[src/rtl/gcd_pkg.sv]
// Shared definitions for the GCD requester and the GCD engine it drives.
package gcd_pkg;

  localparam int GCD_WIDTH   = 4;
  localparam int GCD_TIMEOUT = 15;

  typedef enum logic [1:0] {
    IDLE    = 2'd0,
    REQ     = 2'd1,
    RELEASE = 2'd2,
    RESP    = 2'd3
  } gcd_req_state_t;

endpackage

[src/rtl/gcd_req_timer.sv]
// Saturating cycle counter for the request phase; hit flags the last cycle
// a request may stay outstanding.
module gcd_req_timer
  import gcd_pkg::*;
#(
  parameter int TIMEOUT = GCD_TIMEOUT
) (
  input  logic clk,
  input  logic reset,
  input  logic clear,
  input  logic enable,
  output logic hit
);

  localparam int TW = $clog2(TIMEOUT + 1);
  localparam logic [TW-1:0] TOP  = TW'(TIMEOUT);
  localparam logic [TW-1:0] LAST = TW'(TIMEOUT - 1);

  logic [TW-1:0] count_r;

  // Count enabled cycles, holding at TOP instead of wrapping.
  always_ff @(posedge clk or negedge reset) begin
    if (!reset) begin
      count_r <= {TW{1'b0}};
    end else if (clear) begin
      count_r <= {TW{1'b0}};
    end else if (enable && (count_r != TOP)) begin
      count_r <= count_r + TW'(1);
    end else begin
      count_r <= count_r;
    end
  end

  assign hit = (count_r == LAST);

endmodule

[src/rtl/gcd_requester.sv]
// Initiator-side sequencer: takes operand pairs, runs a four-phase req/ack
// exchange with the GCD engine, checks the divisor and returns the result.
module gcd_requester
  import gcd_pkg::*;
#(
  parameter int WIDTH   = GCD_WIDTH,
  parameter int TIMEOUT = GCD_TIMEOUT
) (
  input  logic             clk,
  input  logic             reset,
  input  logic             in_valid,
  output logic             in_ready,
  input  logic [WIDTH-1:0] in_x,
  input  logic [WIDTH-1:0] in_y,
  output logic             gcd_req,
  output logic [WIDTH-1:0] gcd_x,
  output logic [WIDTH-1:0] gcd_y,
  input  logic             gcd_ack,
  input  logic [WIDTH-1:0] gcd_result,
  output logic             out_valid,
  input  logic             out_ready,
  output logic [WIDTH-1:0] out_x,
  output logic [WIDTH-1:0] out_y,
  output logic [WIDTH-1:0] out_gcd,
  output logic             out_err
);

  localparam logic [WIDTH-1:0] ZERO = {WIDTH{1'b0}};

  // A divisor of two nonzero operands can be neither zero nor larger than the smaller one.
  function automatic logic result_bad(input logic [WIDTH-1:0] r,
                                      input logic [WIDTH-1:0] a,
                                      input logic [WIDTH-1:0] b);
    logic [WIDTH-1:0] lo;
    lo = (a < b) ? a : b;
    return (r == ZERO) || (r > lo);
  endfunction

  gcd_req_state_t   state_r, state_s;
  logic             in_ready_r, gcd_req_r, out_valid_r, out_err_r;
  logic [WIDTH-1:0] gcd_x_r, gcd_y_r, out_x_r, out_y_r, out_gcd_r;
  logic [WIDTH-1:0] gcd_x_s, gcd_y_s, out_x_s, out_y_s, out_gcd_s;
  logic             out_err_s;
  logic             timer_clear_s, timer_enable_s, timer_hit_s;

  assign timer_clear_s  = (state_r == IDLE);
  assign timer_enable_s = (state_r == REQ);

  gcd_req_timer #(
    .TIMEOUT (TIMEOUT)
  ) u_timer (
    .clk    (clk),
    .reset  (reset),
    .clear  (timer_clear_s),
    .enable (timer_enable_s),
    .hit    (timer_hit_s)
  );

  // Next state and next values of the operand/result registers.
  always_comb begin
    state_s   = state_r;
    gcd_x_s   = gcd_x_r;
    gcd_y_s   = gcd_y_r;
    out_x_s   = out_x_r;
    out_y_s   = out_y_r;
    out_gcd_s = out_gcd_r;
    out_err_s = out_err_r;
    case (state_r)
      IDLE: begin
        if (in_valid) begin
          out_x_s = in_x;
          out_y_s = in_y;
          if ((in_x == ZERO) || (in_y == ZERO)) begin
            out_gcd_s = in_x | in_y;
            out_err_s = 1'b0;
            state_s   = RESP;
          end else begin
            gcd_x_s = in_x;
            gcd_y_s = in_y;
            state_s = REQ;
          end
        end else begin
          state_s = IDLE;
        end
      end
      REQ: begin
        // An ack on the final timer cycle takes priority over the timeout.
        if (gcd_ack) begin
          out_gcd_s = gcd_result;
          out_err_s = result_bad(gcd_result, out_x_r, out_y_r);
          state_s   = RELEASE;
        end else if (timer_hit_s) begin
          out_gcd_s = ZERO;
          out_err_s = 1'b1;
          state_s   = RELEASE;
        end else begin
          state_s = REQ;
        end
      end
      RELEASE: begin
        if (!gcd_ack) begin
          state_s = RESP;
        end else begin
          state_s = RELEASE;
        end
      end
      RESP: begin
        if (out_ready) begin
          state_s = IDLE;
        end else begin
          state_s = RESP;
        end
      end
      default: begin
        state_s = IDLE;
      end
    endcase
  end

  // State and registered outputs; the handshake flags follow the next state.
  always_ff @(posedge clk or negedge reset) begin
    if (!reset) begin
      state_r     <= IDLE;
      in_ready_r  <= 1'b1;
      gcd_req_r   <= 1'b0;
      out_valid_r <= 1'b0;
      gcd_x_r     <= ZERO;
      gcd_y_r     <= ZERO;
      out_x_r     <= ZERO;
      out_y_r     <= ZERO;
      out_gcd_r   <= ZERO;
      out_err_r   <= 1'b0;
    end else begin
      state_r     <= state_s;
      in_ready_r  <= (state_s == IDLE);
      gcd_req_r   <= (state_s == REQ);
      out_valid_r <= (state_s == RESP);
      gcd_x_r     <= gcd_x_s;
      gcd_y_r     <= gcd_y_s;
      out_x_r     <= out_x_s;
      out_y_r     <= out_y_s;
      out_gcd_r   <= out_gcd_s;
      out_err_r   <= out_err_s;
    end
  end

  assign in_ready  = in_ready_r;
  assign gcd_req   = gcd_req_r;
  assign gcd_x     = gcd_x_r;
  assign gcd_y     = gcd_y_r;
  assign out_valid = out_valid_r;
  assign out_x     = out_x_r;
  assign out_y     = out_y_r;
  assign out_gcd   = out_gcd_r;
  assign out_err   = out_err_r;

endmodule

[config.mk]
export PLATFORM = sky130hd
export DESIGN_NAME = gcd_requester
export DESIGN_NICKNAME = d
export VERILOG_FILES = /design/src/rtl/gcd_pkg.sv /design/src/rtl/gcd_req_timer.sv /design/src/rtl/gcd_requester.sv
export SDC_FILE = /design/constraint.sdc
export NUM_CORES = 1
export LEC_CHECK = 0
export CORE_MARGIN = 2
export CORE_UTILIZATION = 30
export CTS_BUF_LIST = sky130_fd_sc_hd__clkbuf_4
export CTS_CLUSTER_SIZE = 8
export DETAILED_ROUTE_END_ITERATION = 6
export PLACE_DENSITY = 0.58
export SETUP_SLACK_MARGIN = 0.1
export SYNTH_ARGS = -nofsm -noshare
export SYNTH_HDL_FRONTEND = slang
export SYNTH_SLANG_ARGS = --single-unit
[constraint.sdc]
create_clock -name clk -period 3 [get_ports clk]
set_clock_uncertainty 0.2 [all_clocks]
set_input_delay 0.6 -clock clk [delete_from_list [all_inputs] [get_ports clk]]
set_output_delay 0.6 -clock clk [all_outputs]
set_load 0.05 [all_outputs]
==> results.md <==
- Grt total ovfl: 0
- Hold Path Class: reg -> reg
- Slew headroom: 0.5515
- Rows: 26
- Largest family of logic cells by synthesized area: multiplexers
- Setup TNS: 0 ns
- Achievable Freq: 390.6 MHz
- Crit end category: flop
- Delay-heaviest family, CP: compound AO/OA/AOI/OAI gates
- Register area share after synthesis: 0.4736
- Post-synth top area share: 0.4571
- Most frequent cells in the layout: clkdlybuf4s50_1, dfrtp_1, nand2_1
- Slew @ Worst Pin: 0.6714 ns
- Post-synthesis cell count: 141
- Clock Tree Root: clkbuf_4
- Initial DRC count: 46
- Area of placed instances: 0.002053 mm²
- Critical path type: reg -> reg
- Fillcell total: 495
- Largest cells by area after synthesis: dfrtp_1, mux2_2, ha_1
- Net Sw Power: 1.307 mW
- Mux contribution to synthesized area: 0.1497
- Fin cells: 257
- Unrepaired setup endpoints after global routing: false
- Gp weighted congestion: 0.7791
- CTS tree: built
- Setup crit start kind: flop
- Most common cell after layout, fill and taps aside: clkdlybuf4s50_1
- Cell-internal power: 1.430 mW
- Worst skew pair latency: 0.32 ns
- WL final: 3743 µm
- CTS buffer count: 5
- WP data arrival: 2.57 ns
- Power Density: 1285 mW/mm²
- Switching Share: 0.4774
- Antenna viol nets, final: 0
- Port bufs: 40
- Final Util: 0.4172
- Final Max Slew Viols: 0
- Routed vias: 1258
- Drt first pass iters: 4
- Final instance area: 0.002131 mm²
- Outcome: finished clean
- DR WL/cell: 14.56 µm
- FF+latch count, synth: 30
- Synth warn: 0
- Post-Syn Area per Cell: 11.26 µm²
- GRT Total Usage: 0.1339
- Remaining DRCs: 0
- Placed cells: 249
- Die area: 0.005891 mm²
- Final setup fails: 0
- Layout area overhead: 34.20%
- Seq. cell area: 752.0 µm²
- Cts hold-fix bufs: 0
- Post-CTS setup buffers: 0
- Largest net degree at the start of global routing: 31
- Core Area: 0.005107 mm²
- DIE WIDTH: 76.75 µm
- Xor/xnor share of the synthesized area: 0
- Starting Density: 0.3109
- Period utilisation layout: 0.8533
- Syn_nets: 168
- Critical-path cell list: inv_1 -> ha_1 -> a21oi_1 -> o21ai_0 -> mux2_2 -> ha_1 -> nand4_1 -> a21oi_1 -> o2bb2ai_1
- Compound-Gate Fraction of Synth Area: 0.1206
- Nets: 213
- Initial antenna violation count: 0
- Max VDD drop: 537.7 µV
- Worst-path clk slew: 0.09 ns
- Final hold violation count: 0
- Number of global-route vias before repair: 1326
- Combinational share of power: 0.596
- # clock sinks: 30
- Antenna diodes: 0
- Clock Path Buffers: 2
- Die height: 76.75 µm
- CP bufs+invs: 1
- # IOs: 41
- DP HPWL: 2851 µm
- Synthesized cell area: 0.001588 mm²
- Crit path largest cell delay: 0.41 ns
- Adder and majority cell fraction of the synthesized area: 0.07880
- CP Max Fanout: 3
- Required time of the critical path: 3.01 ns
- First-pass GRT wire length: 6292 µm
- Maxcap violations: 0
- Layout cell share with drive strength beyond 1: 0.1979
- Area of the multi-input gates: 768.2 µm²
- Yosys cell types: 35
- Clock power share: 0.115
- Vias/cell: 4.895
- Fin crit period: 2.560 ns
- Leakage power: 0.9072 nW
- Synth Area in Simple Gates: 0.1348
- Slowest CP cell: o21ai_0
- Sequential group share of total power: 0.289
- CTS resizes: 0
- H-Tree Level Count: 2
- Yosys top cell by area: dfrtp_1
-- cells in the mapped netlist --
library cell / number
a31o_2: 2
nand2b_1: 1
a21oi_1: 13
a22o_1: 1
mux2_2: 14
ha_1: 10
nand2_2: 1
clkbuf_8: 1
a211o_4: 1
mux2_4: 4
o31ai_1: 1
nor3_1: 5
and3_1: 2
inv_1: 8
buf_6: 1
o21ai_0: 6
o22ai_1: 1
a31oi_1: 1
dfrtp_1: 29
nand4b_1: 1
mux2i_1: 2
buf_2: 1
nor3b_1: 1
a211oi_1: 2
dfstp_2: 1
nand2b_2: 1
nand3_1: 3
o41ai_1: 1
nor4_2: 3
o2bb2ai_1: 1
buf_4: 1
nand4_1: 1
nor2b_1: 2
nor2_1: 3
nand2_1: 15
-- path summary, 6_finish.rpt --
check	cells past startpoint	endpoint	slack [ns]	startpoint
setup / recovery	9	out_err	0.44	out_y[1]
hold / removal	1	out_err	0.32	out_err
setup reg to reg	9	out_err	0.44	out_y[1]
hold reg to reg	1	out_err	0.32	out_err
max in group asynchronous	2	in_ready	1.83	reset
min in group asynchronous	2	gcd_x[0]	0.45	reset
-- worst reg2reg max path, cell delays in order, from the launching register on --
cell and delay (ns):
dfrtp_1 0.40, inv_1 0.07, ha_1 0.27, a21oi_1 0.06, o21ai_0 0.41, mux2_2 0.41
ha_1 0.28, nand4_1 0.09, a21oi_1 0.18, o2bb2ai_1 0.08
-- stage by stage --
| stage | worst slack (ns) | hold slack (ns) | total power [mW] |
|---|---|---|---|
| finish | 0.4401 | 0.3202 | 2.737 |
| detailed placement | 0.4124 | 0.3028 | 2.436 |
| global route | 0.2729 | 0.3424 | 2.914 |
| global placement | 0.4636 | 0.2800 | 2.389 |
| floorplan | 0.3408 | 0.1044 | 1.945 |
| CTS | 0.4092 | 0.3278 | 2.762 |
-- power by group through the flow --
stage	registers (mW)	logic, mW	clock network [mW]
after floorplan	1.29	0.652	0
after global placement	0.792	1.60	0
after detailed placement	0.799	1.64	0
after CTS	0.792	1.64	0.328
after global routing	0.827	1.74	0.348
final	0.791	1.63	0.316
-- kinds of logic after synthesis --
logic type                 after synthesis
muxes                                   20
buffers and inverters                   12
and+or+nand+nor                         39
adders and majority gates               10
DFF                                     30
AOI/OAI and AO/OA                       30
-- routing by layer --
layer,part of all wire,track usage,up-vias
met1,0.46,0.1672,627
met5,0,0,-
met2,0.49,0.2228,26
li1,-,-,601
met3,0.036,0.02706,4
met4,0.014,0.06000,0
-- state kept, by name (all words and copies together) (netlist names) --
signal and cells:
gcd_x 4, gcd_req 1, state_r 2, out_valid 1, out_err 1, out_y 4, out_gcd 4, in_ready 1
out_x 4, u_timer.count_r 4, gcd_y 4
-- area by class of cell --
class,instances,share of cell area
clock buffers,5,0.01762
clock inverters,3,0.01879
inverters,8,0.01409
multi-input cells,99,0.3605
flip-flops and latches,30,0.3529
well taps,70,0.04110
repair buffers,42,0.1950
Note: power is estimated with default switching activity, not from simulation.
